<file path="src/rtl/qmca_peak_sequencer.sv">
// qmca_peak_sequencer
//   Per-channel pulse-height sequencer. Arms on ENABLE, waits for a sample strictly above
//   THRESHOLD, tracks the pulse maximum, then emits one tagged event word to the readout
//   FIFO and ignores HOLDOFF valid samples before re-arming.
//
//   Event word: {1'b1, TS[16:0], PEAK[13:0]}, TS = free-running count of valid samples
//   taken at the triggering sample.
//
//   Optional build macro QMCA_PEAK_WIDTH_EN: each event becomes a header/width word pair;
//   the width word is {16'b0, WIDTH[15:0]} with WIDTH = samples above threshold. When the
//   macro is undefined no width logic exists.

module qmca_peak_sequencer #(
    parameter int unsigned EVENT_BITS = 32,
    parameter int unsigned LOST_BITS  = 16
) (
    input  logic                  CLK,
    input  logic                  RST,
    input  logic [13:0]           ADC_DATA,
    input  logic                  ADC_VALID,
    input  logic                  ENABLE,
    input  logic [13:0]           THRESHOLD,
    input  logic [7:0]            WINDOW,
    input  logic [7:0]            HOLDOFF,
    input  logic                  COUNTER_CLR,
    input  logic                  FIFO_FULL,
    output logic                  FIFO_WRITE,
    output logic [31:0]           FIFO_DATA,
    output logic [EVENT_BITS-1:0] EVENT_COUNT,
    output logic [LOST_BITS-1:0]  LOST_COUNT,
    output logic                  BUSY
);

    typedef enum logic [2:0] {
        StIdle,
        StArmed,
        StTrack,
        StEmit,
`ifdef QMCA_PEAK_WIDTH_EN
        StHold,
        StEmitWid
`else
        StHold
`endif
    } state_e;

    state_e      state;
    logic [16:0] ts_cnt;
    logic [16:0] ts_lat;
    logic [13:0] peak;
    logic [7:0]  wcnt;
    logic [7:0]  hcnt;

`ifdef QMCA_PEAK_WIDTH_EN
    logic [15:0] width;
    logic [15:0] width_next;
`endif

    logic        above;
    logic [7:0]  wcnt_next;
    logic        win_hit;
    logic        hold_done;
    logic        lost_sat;
    logic [31:0] hdr_word;

    // Strict crossing; THRESHOLD is used live.
    assign above     = ADC_DATA > THRESHOLD;
    // Window counter saturates so WINDOW=0 pulses can run indefinitely.
    assign wcnt_next = (wcnt == 8'hFF) ? wcnt : wcnt + 8'd1;
    // >= rather than == so a WINDOW lowered mid-pulse below the count still ends the pulse.
    assign win_hit   = (WINDOW != 8'd0) && (wcnt_next >= WINDOW);
    assign hold_done = ({1'b0, hcnt} + 9'd1) >= {1'b0, HOLDOFF};
    assign lost_sat  = (LOST_COUNT == {LOST_BITS{1'b1}});
    assign hdr_word  = {1'b1, ts_lat, peak};

`ifdef QMCA_PEAK_WIDTH_EN
    assign width_next = (width == 16'hFFFF) ? width : width + 16'd1;
`endif

    // Free-running timestamp: counts every valid sample regardless of state.
    always_ff @(posedge CLK or posedge RST) begin
        if (RST) begin
            ts_cnt <= 17'd0;
        end else if (ADC_VALID) begin
            ts_cnt <= ts_cnt + 17'd1;
        end
    end

    // Sequencer FSM with registered FIFO strobe/data, BUSY and event/lost counters.
    always_ff @(posedge CLK or posedge RST) begin
        if (RST) begin
            state       <= StIdle;
            ts_lat      <= 17'd0;
            peak        <= 14'd0;
            wcnt        <= 8'd0;
            hcnt        <= 8'd0;
            FIFO_WRITE  <= 1'b0;
            FIFO_DATA   <= 32'd0;
            EVENT_COUNT <= '0;
            LOST_COUNT  <= '0;
            BUSY        <= 1'b0;
`ifdef QMCA_PEAK_WIDTH_EN
            width       <= 16'd0;
`endif
        end else begin
            FIFO_WRITE <= 1'b0;

            unique case (state)
                StIdle: begin
                    if (ENABLE) begin
                        state <= StArmed;
                    end
                end

                StArmed: begin
                    if (!ENABLE) begin
                        state <= StIdle;
                    end else if (ADC_VALID && above) begin
                        // Triggering sample is the first sample of the pulse.
                        peak   <= ADC_DATA;
                        ts_lat <= ts_cnt;
                        wcnt   <= 8'd1;
                        BUSY   <= 1'b1;
`ifdef QMCA_PEAK_WIDTH_EN
                        width  <= 16'd1;
`endif
                        state  <= (WINDOW == 8'd1) ? StEmit : StTrack;
                    end
                end

                StTrack: begin
                    // ENABLE is deliberately ignored here: a started pulse always completes.
                    if (ADC_VALID) begin
                        if (ADC_DATA > peak) begin
                            peak <= ADC_DATA;
                        end
                        if (!above) begin
                            state <= StEmit;
                        end else begin
                            wcnt <= wcnt_next;
`ifdef QMCA_PEAK_WIDTH_EN
                            width <= width_next;
`endif
                            if (win_hit) begin
                                state <= StEmit;
                            end
                        end
                    end
                end

                StEmit: begin
                    hcnt <= 8'd0;
                    if (FIFO_FULL) begin
                        // Whole event (both words when width is enabled) is dropped.
                        if (!lost_sat) begin
                            LOST_COUNT <= LOST_COUNT + LOST_BITS'(1);
                        end
                        state <= StHold;
                    end else begin
                        FIFO_WRITE  <= 1'b1;
                        FIFO_DATA   <= hdr_word;
                        EVENT_COUNT <= EVENT_COUNT + EVENT_BITS'(1);
`ifdef QMCA_PEAK_WIDTH_EN
                        state       <= StEmitWid;
`else
                        state       <= StHold;
`endif
                    end
                end

`ifdef QMCA_PEAK_WIDTH_EN
                StEmitWid: begin
                    // Once the header is out the width word must follow: stall on full.
                    if (!FIFO_FULL) begin
                        FIFO_WRITE <= 1'b1;
                        FIFO_DATA  <= {16'd0, width};
                        hcnt       <= 8'd0;
                        state      <= StHold;
                    end
                end
`endif

                StHold: begin
                    if ((HOLDOFF == 8'd0) || (ADC_VALID && hold_done)) begin
                        BUSY  <= 1'b0;
                        state <= ENABLE ? StArmed : StIdle;
                    end else if (ADC_VALID) begin
                        hcnt <= hcnt + 8'd1;
                    end
                end

                default: begin
                    BUSY  <= 1'b0;
                    state <= StIdle;
                end
            endcase

            // Last assignment wins: a clear beats a same-cycle increment.
            if (COUNTER_CLR) begin
                EVENT_COUNT <= '0;
                LOST_COUNT  <= '0;
            end
        end
    end

endmodule

</file>
<file path="config.mk">
export PLATFORM = sky130hd
export DESIGN_NAME = qmca_peak_sequencer
export DESIGN_NICKNAME = d
export VERILOG_FILES = /design/src/rtl/qmca_peak_sequencer.sv
export SDC_FILE = /design/constraint.sdc
export NUM_CORES = 1
export LEC_CHECK = 0
export ABC_CLOCK_PERIOD_IN_PS = 5800
export CELL_PAD_IN_SITES_DETAIL_PLACEMENT = 1
export CELL_PAD_IN_SITES_GLOBAL_PLACEMENT = 1
export CORE_ASPECT_RATIO = 1.2
export CORE_MARGIN = 2
export CORE_UTILIZATION = 30
export DETAILED_ROUTE_END_ITERATION = 12
export GPL_ROUTABILITY_DRIVEN = 0
export PLACE_DENSITY = 0.69
export SYNTH_ARGS = -nofsm -noshare
export SYNTH_HDL_FRONTEND = slang
export SYNTH_SLANG_ARGS = --single-unit
</file>
<file path="constraint.sdc">
create_clock -name CLK -period 5.8 [get_ports CLK]
set_input_delay 1.45 -clock CLK [delete_from_list [all_inputs] [get_ports CLK]]
set_output_delay 1.45 -clock CLK [all_outputs]
set_load 0.02 [all_outputs]
</file>
-- Yosys cells after proc, flatten, opt, wreduce, memory -nomap -nowiden
Index checks and enable logic that the tools add are counted.
- bits in registers: 149
- logic and storage cells: 101
- add/sub/neg operators: 6
- magnitude comparators: 4
- equal/unequal tests: 20
- mux-type cells: 37
- bitwise logic cells: 2
- reductions and logical operators: 21
- operators with widths (kind ; count):
    32-bit 2-to-1 mux ; 3
    16-bit 2-to-1 mux ; 4
    14-bit 2-to-1 mux ; 4
    8-bit 2-to-1 mux ; 7
    32-bit by 1-bit adder with 32-bit output, second input constant ; 1
    8-bit one-hot mux with 2 select lines ; 2
    14-bit > comparator ; 2
    14-bit one-hot mux with 2 select lines ; 1
    2-bit != test, second input constant ; 11
    3-bit 2-to-1 mux ; 7
    17-bit by 1-bit adder with 17-bit output, second input constant ; 1
    16-bit by 1-bit adder with 16-bit output, second input constant ; 1
    8-bit by 1-bit adder with 8-bit output, second input constant ; 2
    16-bit equality test, second input constant ; 1
    3-bit one-hot mux with 5 select lines ; 1
    5-bit AND reduction ; 3
    8-bit by 1-bit adder with 9-bit output, second input constant ; 1
    9-bit by 8-bit >= comparator with 1-bit output ; 1
    3-bit AND reduction ; 3
    8-bit by 1-bit equality test with 1-bit output, second input constant ; 1
    8-bit equality test, second input constant ; 1
    8-bit >= comparator ; 1
    8-bit zero test ; 1
    2-bit nonzero test ; 4
    14 further kinds ; 26

-- Logic depth before layout (Yosys ltp)
- depth in word-level cells: 8
- depth in mapped cells: 13
- gate-level depth less buffers: 12

-- Worst setup path after synthesis
Ideal clock, no wire load.
- path kind: input to register
- start: in ADC_DATA[7]
- end: reg peak[0]
- library setup time: 0.125 ns
- arrival time: 3.298 ns
- slack: 2.377 ns
- stages on the path: 8
- buffers on the path: 1
- path through: ha_1 -> a21o_1 -> a221o_1 -> a2111oi_2 -> o31ai_1 -> o2111ai_2 -> buf_8 -> mux2_4
- longest elaborated chain between the ends: 4
- elaborated cells between the ends (all ways): 6
- those cells by class: order compare: 2; eq/ne: 2; reduce/logical: 2
- RTL lines (item ; line ; RTL):
    from (decl) ; 19 ; input logic [13:0] ADC_DATA,
    14-bit > comparator ; 67 ; assign above = ADC_DATA > THRESHOLD;
    1-bit logical AND ; 118 ; end else if (ADC_VALID && above) begin
    2-bit != test (no source line) ; n/a ;
    5-bit AND reduction (no source line) (*) ; n/a ;
    to (signal assigned) ; 94 ; peak <= 14'd0;
    to (signal assigned) ; 120 ; peak <= ADC_DATA;
    to (signal assigned) ; 135 ; peak <= ADC_DATA;
    to (decl) ; 50 ; logic [13:0] peak;
Mark *: on every way between the ends. The rest lies on a longest branch, timed or not.
A chain may end at the register's enable or synchronous reset.

-- Worst setup path after layout
- start: in ADC_DATA[2]
- end: reg peak[12]
Same word-level chain as after synthesis.

==> flow_summary.ini <==
[status]
status = finished, final reports clean

[global_routing]
grt_usage_pct = 14.57
grtUsageMet2_pct = 25.20
grt_pass1_wl_um = 31910
grt-ovfl-total = 0
use_met3_pct = 3.241
grt_max_degree = 88
met1_usage_pct = 18.25
grt_busiest_layer = met2
grt_pass1_vias = 6413
antenna_found_initial = 0

[timing]
setup_viol = 0
maxSlewHeadroom_pct = 47.01
slew_viol_final = 0
layout_worst_path_cycle_share_pct = 67.02
fin_skew_ns = 0.01371
finalSetupTns_ns = 0
setup_ws_ns = 1.913
holdWs_ns = 0.4790
fmax_mhz = 257.2
hold_violations = 0
rsz0062_at_grt = no
worstMarginPinSlew_ns = 0.7948
post-route-min-period_ns = 3.887

[job]
maxCapViolCount = 0

[clock_tree]
cts_tree = done
clockRootBuffer = clkbuf_16
clkTransAtPathRegs_ns = 0.07
clk_path_buf_depth = 2
insertion_delay_ns = 0.43
post_cts_resized = 0
cts_made_buffers = 17
cts.sinks = 149
htree_levels = 4
hold_buffers = 0
post_cts_buffers = 0

[synth]
syn_inst = 730
yosys_register_bits = 149
yosysTopAreaCell = dfrtp_1
ys_async_sr_fraction_pct = 100.0
synth_edf_count = 0
yosysTopAreaCellShare_pct = 47.86
ys.flop_type = dfrtp_1
synth_nets = 829
syn_area_um2 = 7790
ys_seq_area_share_pct = 47.86
yosysUniqueCellTypes = 58
synth_warnings = 0
synthTopCellsByArea = dfrtp_1, ha_1, mux2_2
syn_avg_cell_area_um2 = 10.67

[routing]
wl_um = 18650
detail-route-antenna-nets = 0
viasPerCell = 4.881
dr.pass1.iters = 6
post_drt_wl_per_cell_um = 15.36
vias = 5926
drtIter0Drc = 180
drc = 0

[placed_design]
io_buffers = 131
dp_slack_ns = 1.435
placed_area_um2 = 9498
dp_cells = 1182
dp_hpwl_um = 13680

[worst_setup_path]
start_kind = input port
critPathMaxFanout = 19
arrival_ns = 4.20
critPathCaptureType = register
crit_type = in2reg
worstPathRequired_ns = 6.12

[cells_and_area]
drive_above_1_share_pct = 13.91
num_antenna_cells = 0
nets = 970
area_growth_pct = 30.04
fin_util_pct = 39.66
layout.cells.non_filler = 1214
finalInstanceArea_um2 = 10130

[power]
p_switching_mw = 1.154
p_leak_nw = 4.660
combPwrFrac_pct = 27.3
power_mw = 3.541
peakVddDrop_v = 0.0002078
p_int_mw = 2.388
sequentialPowerShare_pct = 39.6
powerDensity_nw_per_um2 = 349.6
p_sw_share_pct = 32.57
clkPwrFrac_pct = 33.1

[die]
fp.coreArea_um2 = 25540
start_util_pct = 30.50
rows = 64
dieWidth_um = 151.1
die_h_um = 180.5
fp.dieArea_um2 = 27280
ioPinCount = 132

[hold_path]
hold_path.class = reg2reg
## area by class of cell
class | instances | area [um^2]
clock buffer | 17 | 425.4
clock inverter | 15 | 206.4
fill | 2810 | 15410
inverter | 58 | 222.7
multi-input combinational | 506 | 3762
sequential | 149 | 3729
tap | 330 | 412.9
timing repair buffer | 139 | 1371
## metal layers
layer	part of all wire, %	wire [um]
met4	1.2	221
met5	0	0
met2	50	9274
met1	45	8404
met3	4.0	750
## cell usage after synthesis, types with 22 or more instances
library cell / instances
a21oi_1: 24
and3_1: 22
dfrtp_1: 149
ha_1: 49
inv_1: 57
mux2_2: 52
nand2_1: 46
nand3_1: 34
nand4_1: 23
nor2_1: 70
xnor2_1: 26
xor2_1: 39
## worst max-delay path, stage by stage
cell and delay [ns]:
clkdlybuf4s50_1 0.47, ha_1 0.35, a21oi_1 0.16, a21oi_1 0.09, a211oi_1 0.31, o211ai_2 0.39
o2111ai_2 0.31, buf_4 0.30, mux2_2 0.37
## sequential cells by signal, summed over array words and instances (netlist names)
register,flops
EVENT_COUNT,32
wcnt,8
peak,14
state,3
ts_cnt,17
FIFO_WRITE,1
BUSY,1
ts_lat,17
hcnt,8
FIFO_DATA,32
LOST_COUNT,16
## final timing paths
kind | startpoint | end | slack (ns) | cells past startpoint
max | ADC_DATA[2] | peak[12]$_DFFE_PP0P_ | 1.91 | 9
min | ts_cnt[16]$_DFFE_PP0P_ | ts_cnt[16]$_DFFE_PP0P_ | 0.48 | 1
max reg2reg | wcnt[0]$_DFFE_PP0P_ | state[0]$_DFFE_PP0P_ | 2.84 | 11
min reg2reg | ts_cnt[16]$_DFFE_PP0P_ | ts_cnt[16]$_DFFE_PP0P_ | 0.48 | 1
max in group asynchronous | RST | ts_cnt[3]$_DFFE_PP0P_ | 3.27 | 3
min in group asynchronous | RST | EVENT_COUNT[13]$_DFFE_PP0P_ | 1.56 | 2
## cell usage in the layout, fill, tap and decap left out, types with 5 or more instances in the layout
cell type,synthesis,routed
clkdlybuf4s50_1,0,131
ha_1,49,49
a21o_1,5,5
nand2_1,46,46
clkbuf_16,0,17
nor3_1,9,9
mux2_2,52,52
xor2_1,39,39
nand4_1,23,23
nor2_1,70,70
inv_8,0,5
o22ai_1,6,6
mux2_4,10,10
xnor2_1,26,26
dfrtp_1,149,149
and4_1,6,6
a21oi_1,24,24
nor4_1,6,6
o21ai_0,19,19
inv_1,57,56
nand3_1,34,34
buf_4,0,8
and3_1,22,22
## cell families after synthesis
family	after synthesis	synth area share, %
DFF	149	47.86
and+or+nand+nor	241	16.00
muxes	65	9.846
AOI/OAI and AO/OA	86	7.276
xor gates and xnor gates	65	7.308
adders and majority gates	49	7.870
buffers and inverters	75	3.839
## power groups by stage
| stage | Combinational, mW | Clock (mW) | Sequential (mW) |
|---|---|---|---|
| 6_report | 0.968 | 1.17 | 1.40 |
| 5_1_grt | 1.09 | 1.25 | 1.44 |
| 4_1_cts | 0.987 | 1.21 | 1.41 |
| 3_5_place_dp | 0.984 | 0 | 1.42 |
| 3_3_place_gp | 0.947 | 0 | 1.42 |
| 2_1_floorplan | 0.591 | 0 | 1.44 |
(Power assumes the default switching activity.)
